--- config.mk ---
export PLATFORM = sky130hd
export DESIGN_NAME = apb_slave_bridge
export DESIGN_NICKNAME = d
export VERILOG_FILES = /design/src/rtl/apb_slave_bridge.sv
export SDC_FILE = /design/constraint.sdc
export NUM_CORES = 1
export LEC_CHECK = 0
export CAP_MARGIN = 20
export CORE_ASPECT_RATIO = 1.2
export CORE_MARGIN = 4
export CORE_UTILIZATION = 40
export DETAILED_ROUTE_END_ITERATION = 16
export HOLD_SLACK_MARGIN = 0.1
export PLACE_DENSITY = 0.84
export SETUP_SLACK_MARGIN = 0.3
export SYNTH_ARGS = -nofsm -noshare
export SYNTH_HDL_FRONTEND = slang
export SYNTH_SLANG_ARGS = --single-unit
export TNS_END_PERCENT = 20
--- constraint.sdc ---
create_clock -name PCLK -period 1.8 [get_ports PCLK]
set_clock_uncertainty 0.15 [all_clocks]
set_input_delay 0.27 -clock PCLK [delete_from_list [all_inputs] [get_ports PCLK]]
set_output_delay 0.27 -clock PCLK [all_outputs]
set_load 0.03 [all_outputs]
--- src/rtl/apb_slave_bridge.sv ---
// -----------------------------------------------------------------------------
// apb_slave_bridge
//
// APB completer (PSTRB-capable) that hands each host transfer to an internal
// configuration-space agent over a request/grant/acknowledge port.
//
// A transfer is captured in the ACCESS cycle:
//   - Without an error, the captured transfer requests the config-space port.
//     It waits for grant and then for the acknowledge pulse.
//   - With an error, the config-space request is skipped entirely.
// The APB side then sees a single-cycle PREADY, together with PSLVERR.
// Every output is a register.
//
// Ports
//   PCLK, PRESET          clock, synchronous active-high reset
//   PSEL, PENABLE         APB select / ACCESS-phase enable
//   PWRITE, PADDR         APB direction and address
//   PWDATA, PSTRB         APB write data and byte strobes
//   Addr_ER, Parity_ER    error flags, sampled with the ACCESS cycle
//   APB_Grant             config-space port granted
//   ConfigSp_ACKAPB       config-space done pulse
//   ConfigSp_DATA         config-space read data, valid with the ack
//   APB_Request           config-space port request
//   APB_OADDR, APB_ODATA  captured address / write data
//   APB_OSTRB, APB_OWRITE captured strobes (zero on reads) / direction
//   PREADY                transfer complete, one-cycle pulse
//   PRDATA                last successful read data
//   PSLVERR               {Parity_ER, Addr_ER} while PREADY is high
// -----------------------------------------------------------------------------
module apb_slave_bridge #(
    parameter int DATA_WD = 32,
    parameter int ADDR_WD = 16
) (
    input  logic               PCLK,
    input  logic               PRESET,
    input  logic               PSEL,
    input  logic               PENABLE,
    input  logic               PWRITE,
    input  logic [ADDR_WD-1:0] PADDR,
    input  logic [DATA_WD-1:0] PWDATA,
    input  logic [3:0]         PSTRB,
    input  logic               Addr_ER,
    input  logic               Parity_ER,
    input  logic               APB_Grant,
    input  logic               ConfigSp_ACKAPB,
    input  logic [DATA_WD-1:0] ConfigSp_DATA,
    output logic               APB_Request,
    output logic [ADDR_WD-1:0] APB_OADDR,
    output logic [DATA_WD-1:0] APB_ODATA,
    output logic [3:0]         APB_OSTRB,
    output logic               APB_OWRITE,
    output logic               PREADY,
    output logic [DATA_WD-1:0] PRDATA,
    output logic [1:0]         PSLVERR
);

    typedef enum logic [2:0] {
        IDLE  = 3'd0,
        SETUP = 3'd1,
        REQ   = 3'd2,
        XFER  = 3'd3,
        DONE  = 3'd4
    } state_t;

    state_t             state, state_nxt;

    logic               req_q,    req_nxt;
    logic [ADDR_WD-1:0] oaddr_q,  oaddr_nxt;
    logic [DATA_WD-1:0] odata_q,  odata_nxt;
    logic [3:0]         ostrb_q,  ostrb_nxt;
    logic               owrite_q, owrite_nxt;
    logic               ready_q,  ready_nxt;
    logic [DATA_WD-1:0] rdata_q,  rdata_nxt;
    logic [1:0]         slverr_q, slverr_nxt;
    // Error flags captured with the transfer.
    // They are reported only in the PREADY cycle.
    logic [1:0]         err_q,    err_nxt;

    // State register and registered outputs
    always_ff @(posedge PCLK) begin
        if (PRESET) begin
            state    <= IDLE;
            req_q    <= 1'b0;
            oaddr_q  <= '0;
            odata_q  <= '0;
            ostrb_q  <= '0;
            owrite_q <= 1'b0;
            ready_q  <= 1'b0;
            rdata_q  <= '0;
            slverr_q <= '0;
            err_q    <= '0;
        end else begin
            state    <= state_nxt;
            req_q    <= req_nxt;
            oaddr_q  <= oaddr_nxt;
            odata_q  <= odata_nxt;
            ostrb_q  <= ostrb_nxt;
            owrite_q <= owrite_nxt;
            ready_q  <= ready_nxt;
            rdata_q  <= rdata_nxt;
            slverr_q <= slverr_nxt;
            err_q    <= err_nxt;
        end
    end

    // Next-state and next-output logic
    always_comb begin
        state_nxt  = state;
        req_nxt    = req_q;
        oaddr_nxt  = oaddr_q;
        odata_nxt  = odata_q;
        ostrb_nxt  = ostrb_q;
        owrite_nxt = owrite_q;
        rdata_nxt  = rdata_q;
        err_nxt    = err_q;
        // PREADY/PSLVERR are pulses: they are low unless leaving DONE.
        ready_nxt  = 1'b0;
        slverr_nxt = 2'b00;

        case (state)
            IDLE: begin
                if (PSEL && !PENABLE) begin
                    state_nxt = SETUP;
                end
            end

            SETUP: begin
                if (!PSEL) begin
                    state_nxt = IDLE;
                end else if (PENABLE) begin
                    oaddr_nxt  = PADDR;
                    odata_nxt  = PWDATA;
                    ostrb_nxt  = PWRITE ? PSTRB : 4'b0000;
                    owrite_nxt = PWRITE;
                    err_nxt    = {Parity_ER, Addr_ER};
                    if (Parity_ER || Addr_ER) begin
                        // Erroneous transfers never touch config space.
                        state_nxt = DONE;
                    end else begin
                        state_nxt = REQ;
                        req_nxt   = 1'b1;
                    end
                end
            end

            REQ: begin
                // An ack arriving together with the grant is not accepted.
                // The grant must first move the FSM into XFER.
                if (APB_Grant) begin
                    state_nxt = XFER;
                end
            end

            XFER: begin
                // Grant may drop here.
                // Completion is decided only by the ack.
                if (ConfigSp_ACKAPB) begin
                    if (!owrite_q) begin
                        rdata_nxt = ConfigSp_DATA;
                    end
                    req_nxt   = 1'b0;
                    state_nxt = DONE;
                end
            end

            DONE: begin
                ready_nxt  = 1'b1;
                slverr_nxt = err_q;
                state_nxt  = IDLE;
            end

            default: begin
                state_nxt = IDLE;
            end
        endcase
    end

    assign APB_Request = req_q;
    assign APB_OADDR   = oaddr_q;
    assign APB_ODATA   = odata_q;
    assign APB_OSTRB   = ostrb_q;
    assign APB_OWRITE  = owrite_q;
    assign PREADY      = ready_q;
    assign PRDATA      = rdata_q;
    assign PSLVERR     = slverr_q;

endmodule

Word-level counts from Yosys, hierarchy flattened
Cells that the tools add are included.
{"block": "op_classes", "eq_ne": 11, "n_mux": 14, "n_bitwise": 2, "n_reduce_logical": 10}
{"operator": "two-way mux 3 bit", "count": 6}
{"operator": "!= test 2 bit (second input constant)", "count": 6}
{"operator": "one-hot mux 3 bit (4 select lines)", "count": 1}
{"operator": "equality test 3 x 2 -> 1 bit (second input constant)", "count": 2}
{"operator": "AND reduction 3 bit", "count": 2}
{"operator": "two-way mux 1 bit", "count": 5}
{"operator": "AND reduction 5 bit", "count": 1}
{"operator": "two-way mux 4 bit", "count": 1}
{"operator": "AND reduction 4 bit", "count": 1}
{"operator": "equality test 3 x 1 -> 1 bit (second input constant)", "count": 1}
{"operator": "equality test 3 bit (second input constant)", "count": 1}
{"operator": "logical NOT 3 bit", "count": 1}
{"operator": "!= test 3 bit (second input constant)", "count": 1}
{"operator": "NOT 1 bit", "count": 2}
{"operator": "one-hot mux 1 bit (2 select lines)", "count": 1}
{"operator": "nonzero test 2 bit", "count": 1}
{"operator": "OR reduction 2 bit", "count": 1}
{"operator": "logical AND 1 bit", "count": 1}
{"operator": "logical NOT 1 bit", "count": 1}
{"operator": "logical OR 1 bit", "count": 1}
{"block": "totals", "regBits": 94, "inputBits": 93, "out_inout_bits": 89, "word_cells": 47}

Logic depth before layout (Yosys ltp)
{"block": "logic_depth", "word_depth": 5, "mapped_depth": 6, "ltp_nobuf": 3}

Worst setup path before layout
No wires, ideal clock.
{"block": "synth_timing", "path_type": "reg-to-reg", "startpoint": "register state[1]", "endpoint": "register rdata_q[10] (netlist: PRDATA[10])", "setup_ns": 0.072, "arrival_ns": 1.201, "required_ns": 1.578, "slack_ns": 0.377, "stages_incl_launch_ff": 6, "n_path_buf": 2, "synth_period_minus_slack_ns": 1.423, "path_cell_list": "dfxtp_1 -> buf_6 -> nand2_2 -> nor3_4 -> buf_6 -> mux2i_1"}
{"block": "synth_between", "elab_chain_cells": 2}
{"element": "from (decl)", "line_no": "65", "text": "state_t state, state_nxt;"}
{"element": "from (signal assigned)", "line_no": "93", "text": "state <= state_nxt;"}
{"element": "equality test 3 x 2 -> 1 bit", "line_no": "120", "text": "case (state)"}
{"element": "AND reduction 3 bit (no source line)"}
{"element": "to (signal assigned)", "line_no": "100", "text": "rdata_q <= rdata_nxt;"}
{"element": "to (decl)", "line_no": "73", "text": "logic [DATA_WD-1:0] rdata_q, rdata_nxt;"}
No other way between the ends.
A chain may end at the register's enable or synchronous reset.

Final worst setup path
{"block": "layout_timing", "startpoint": "register odata_q[19] (netlist: APB_ODATA[19])", "endpoint": "output APB_ODATA[19]"}
{"element": "from (decl)", "line_no": "69", "text": "logic [DATA_WD-1:0] odata_q, odata_nxt;"}
{"element": "from (signal assigned)", "line_no": "96", "text": "odata_q <= odata_nxt;"}
{"element": "to (decl)", "line_no": "49", "text": "output logic [DATA_WD-1:0] APB_ODATA,"}
No word-level cell between the ends.

==> results.py <==
metrics = {
    "finish": {
        "mostFrequentLayoutCells": "dfxtp_1 (91), clkdlybuf4s50_1 (91), nand2b_1 (64)",
        "syn2layout_area_growth_pct": 60.1,
        "nets": 687,
        "num_antenna_cells": 0,
        "drive_above_1_share_pct": 12.6,
    },
    "power": {
        "power_w": 0.00373,
        "p_per_area_nw_per_um2": 614,
        "power.leakage_nw": 2.30,
        "vdd_drop_max_v": 0.000431,
    },
    "yosys": {
        "ys_ff_latch": 94,
        "yosysUniqueCellTypes": 25,
        "synth_ff_type": "dfxtp_1",
        "synth_cells": 418,
        "ys_warn_count": 0,
        "synth-edff-count": 0,
        "synth_area_um2": 3790,
        "async_flop_share_pct": 0,
        "ys_seq_area_share_pct": 49.6,
        "synth_nets": 511,
        "synth.avg_cell_area_um2": 9.07,
    },
    "critical_path": {
        "critPathLaunch": "APB_ODATA[19]",
        "r2r-end": "PRDATA[18]",
        "cp_slowest_cell": "dlygate4sd2_1",
        "crit_path_end_kind": "output pin",
        "critPathMaxFanout": 2,
        "crit_type": "reg2out",
        "worst-r2r-cell-count": 5,
        "rrSetupSlack_ps": 350,
        "cp_num_buf_inv": 1,
        "critical_path.max_stage_delay_ps": 430,
        "crit_chain": "dlygate4sd2_1",
        "required_ps": 1380,
        "arrival_ps": 1110,
        "r2r_start": "state[2]",
        "setup.worst_path.start_class": "flop",
        "path_delay_family": "buffers and inverters",
    },
    "floorplanning": {
        "die_w_um": 96.9,
        "die_y_um": 115,
        "std_cell_rows": 38,
        "core_um2": 9130,
        "ios": 182,
        "die_area_um2": 11100,
        "start_util_pct": 41.5,
    },
    "clock_tree": {
        "cts_root_buf": "clkbuf_8",
        "clk_pin_slew_ps": 80,
        "cts_sinks": 94,
        "tritoncts": "built",
        "clockBufferDepth": 2,
        "htreeDepth": 3,
        "cts_buffers": 9,
        "clock_latency_ps": 350,
    },
    "timing": {
        "final.setup.worst_slack_ps": 274,
        "max_freq_ghz": 0.655,
        "period_minus_slack_ps": 1530,
        "worstMarginPinSlew_ps": 460,
        "rsz0062_at_grt": "true",
        "relSlewSlack_pct": 69.3,
        "finalCritPeriodShare_pct": 84.8,
        "hold_viol": 0,
        "setup_violations": 0,
        "slew_violations": 0,
    },
    "route": {
        "viasPerCell": 5.17,
        "first_pass_iters": 4,
        "wl_per_cell_um": 15.9,
        "postRouteAntennaNets": 0,
        "drc": 0,
        "vias": 3699,
        "drt_wl_total_um": 11400,
        "drt_iter0_drc": 218,
    },
    "placement": {
        "dp.final_hpwl_um": 7540,
        "port_buffers": 181,
        "dpl_worst_slack_ps": -26.3,
        "gp_congestion": 0.781,
    },
    "global_route": {
        "grt_pass1_vias": 3490,
        "grt_use_total_pct": 19.3,
        "grt_pass1_wl_um": 17600,
        "grt_remaining_overflow": 0,
        "antenna_found_initial": 0,
        "grt_max_degree": 57,
    },
    "hold_path": {
        "min-delay-start": "PRESET",
        "whs_path_depth": 3,
        "hp-class": "in2reg",
        "hold_end": "APB_OSTRB[3]",
    },
    "flow_run": {
        "cap_violations": 0,
    },
    "run_status": {
        "status": "completed",
    },
}
==> per-layer routing <==
| layer | vias up | routed length, um | GRT usage [%] |
|---|---|---|---|
| li1 | 1803 | - | - |
| met3 | 16 | 831 | 5.18 |
| met5 | - | 0 | 0 |
| met4 | 0 | 174 | 6.46 |
| met1 | 1722 | 4610 | 23.3 |
| met2 | 158 | 5800 | 33.4 |
==> area by class of cell <==
type,count,area (um2)
fillers,776,3060
repair buffers,204,2140
flip-flops and latches,94,1890
multi-input cells,283,1720
clock buffers,11,151
well taps,120,150
inverters,2,11.3
clock inverters,2,10.0
==> worst max path at each step <==
| stage | end | slack (ps) | depth (start not counted) |
|---|---|---|---|
| 2_1_floorplan | PRDATA[10] | 380 | 5 |
| 3_3_place_gp | PRDATA[28] | 30 | 5 |
| 3_5_place_dp | APB_ODATA[6] | -30 | 5 |
| 4_1_cts | APB_ODATA[21] | 200 | 4 |
| 5_1_grt | PRDATA[18] | 240 | 1 |
| 6_report | APB_ODATA[19] | 270 | 1 |
==> cell usage after synthesis, types with 4 or more instances <==
master | count | area share [%]
dfxtp_1 | 94 | 50
nand2b_1 | 65 | 11
a21oi_1 | 57 | 7.5
o21ai_0 | 56 | 7.4
nand3_1 | 52 | 6.9
mux2i_1 | 32 | 8.4
clkbuf_1 | 25 | 2.5
buf_2 | 6 | 0.79
buf_4 | 4 | 0.79
buf_6 | 4 | 1.2
nand4_1 | 4 | 0.66
==> logic make-up after synthesis <==
kind of cell / Yosys count / share of synthesized area (%)
AND/OR/NAND/NOR: 134 / 20.7
AO/OA/AOI/OAI: 117 / 15.8
flip-flops: 94 / 49.6
buffers and inverters: 41 / 5.45
multiplexers: 32 / 8.45
==> power breakdown <==
part           internal, W  switching [W]  total [W]
clock network     0.000551       0.000666    0.00122
logic             0.000252       0.000156   0.000408
registers          0.00209      0.0000104    0.00210
total              0.00290       0.000832    0.00373
==> state kept, by name, summed over array words and instances, names as in the netlist, 2 cells and up <==
signal and count:
APB_OADDR 16, APB_ODATA 32, APB_OSTRB 4, PRDATA 32, PSLVERR 2, err_q 2
state 3
==> stage by stage <==
step	hold WS (ps)	TNS, ps	area (um2)	std cells	utilization, %
after global routing	259	0	6070	716	66.5
final	254	0	6070	716	66.5
after global placement	280	0	5680	691	62.3
after detailed placement	292	-113	5680	691	62.3
after CTS	245	0	5930	709	65.0
after floorplan	268	0	3790	418	-
==> repair_timing <==
action                                 in CTS  in global routing
buffers inserted                            1                  5
endpoints found under the hold margin       1                  0
resized for setup                         151                 19
pin swaps                                   1                  1
cloned                                      3                  2
setup endpoints to repair                 150                149
hold buffers                                1                  0
Power figures use the tool's default switching activity.
==> patch: new RTL, same settings <==
Change the parameter `DATA_WD` from 32 to 16.
--- a/src/rtl/apb_slave_bridge.sv
+++ b/src/rtl/apb_slave_bridge.sv
@@ -28,7 +28,7 @@
 //   PSLVERR               {Parity_ER, Addr_ER} while PREADY is high
 // -----------------------------------------------------------------------------
 module apb_slave_bridge #(
-    parameter int DATA_WD = 32,
+    parameter int DATA_WD = 16,
     parameter int ADDR_WD = 16
 ) (
     input  logic               PCLK,
Interface: changed (resized APB_ODATA, ConfigSp_DATA, PRDATA and PWDATA); port bits go from 182 to 118. The function was not compared with the original's and may differ.
==> patch against the original RTL <==
Clock power about the same. Hold slack worse by 0.013 ns. Wire length down 37%. Highest routed layer unchanged. Sequential share of layout area about the same. Global-route usage down 0.87 points. Setup slack worse by 0.22 ns. Design area down 34%. Total power down 23%. Sequential cell count down 32. Synthesized area down 34%. Maximum frequency down 13%. Register-to-register slack worse by 0.11 ns. Count of clock-buffer cells in the layout up 1.
==> patch: results (changes against the original RTL) <==
Worst setup path
  • WP data arrival: 1.33 ns (+0.22 ns)
  • CP startpoint: APB_ODATA[5]$_SDFFE_PP0P_
  • R2R Path End: PRDATA[13]$_SDFFE_PP0P_
  • CP max stage cell: clkdlybuf4s50_1
  • Largest stage delay on the critical path: 0.67 ns (+0.24 ns)
  • Reg-to-Reg Start: state[1]$_SDFFE_PP0P_

Clock network
  • Clk Latency, worst-skew pair: 0.33 ns (-0.02 ns)
  • Post-CTS Setup Bufs: 0 (-1)

Final layout
  • Share of layout cells above drive strength 1: 0.0763 (-0.0495)
  • Fillers: 509 (-34%)
  • Final nets: 449 (-35%)

Yosys
  • Post-Synthesis Net Count: 339 (-34%)
  • Top cells by area, synth: dfxtp_1 50%, a21oi_1 8.3%, nand2b_1 8.1%, o21ai_0 8.1%, nand3_1 7.3%
  • Compound-Gate Fraction of Synth Area: 0.177 (+0.0191)
  • Post-synthesis mux area share: 0.0645 (-0.0200)
  • Commonest cells in the netlist: 62 x dfxtp_1, 41 x a21oi_1, 40 x o21ai_0
  • Post-synthesis sequential area ratio: 0.500 (+0.00338)

Placement
  • Gpl congestion: 0.717 (-8.2%)
  • Detail Placement HPWL: 4.92 mm (-35%)

Global route
  • Total Routing Usage GR: 0.184 (-0.00867)
  • Grt met2 use: 0.303 (-0.0306)
  • Largest net degree at the start of global routing: 46 (-19%)

Min path
  • Worst hold stages: 2 (-1)
  • Worst Hold End: APB_OADDR[10]$_SDFFE_PP0P_

Power and ir drop
  • P_leak: 1.80 nW (-22%)

Timing
  • Worst slew margin: 0.664 (-0.0294)

Status
  • Status: finished clean

Detailed routing
  • Starting DRC count in detailed routing: 100 (-54%)
-- patch: through the flow --
stage | cells | area, µm² | setup WS [ns] | hold WS [ns] | total power, W
2_1_floorplan | 278 | 2480 | 0.319 | 0.268 | 0.00151
3_3_place_gp | 459 | 3750 | 0.0886 | 0.281 | 0.00169
3_5_place_dp | 459 | 3750 | 0.0328 | 0.283 | 0.00170
4_1_cts | 475 | 3940 | 0.0252 | 0.226 | 0.00291
5_1_grt | 475 | 3990 | 0.0154 | 0.241 | 0.00298
6_report | 475 | 3990 | 0.0503 | 0.241 | 0.00288
-- patch: area by class of cell --
class                   instances  area [µm²]  share of cell area
clock buffers                  12         155              0.0389
clock inverters                 4        45.0              0.0113
inverters                       2        7.51             0.00188
multi-input cells             187        1110               0.277
flip-flops and latches         62        1240               0.311
well taps                      82         103              0.0257
repair buffers                126        1330               0.334
-- patch: where the power goes --
| part | leakage, nW | internal (W) | switching [W] | total (W) |
|---|---|---|---|---|
| sequential | 0.500 | 0.00138 | 0.00000766 | 0.00139 |
| combinational | 1.20 | 0.000166 | 0.000105 | 0.000271 |
| clock | 0.106 | 0.000708 | 0.000507 | 0.00122 |
-- patch: routing by layer --
layer,vias to the layer above,part of all wire
met4,0,0.012
met2,104,0.47
met1,1107,0.42
met5,-,0
met3,9,0.091
li1,1196,-
-- patch: worst max-delay path by stage --
| stage | cells past startpoint | end |
|---|---|---|
| detailed placement | 5 | APB_OADDR[6]$_SDFFE_PP0P_ |
| global placement | 5 | APB_OSTRB[2]$_SDFFE_PP0P_ |
| CTS | 1 | APB_OADDR[1] |
| finish | 1 | APB_ODATA[5] |
| floorplan | 4 | PRDATA[10]$_SDFFE_PP0P_ |
| global route | 1 | APB_ODATA[9] |
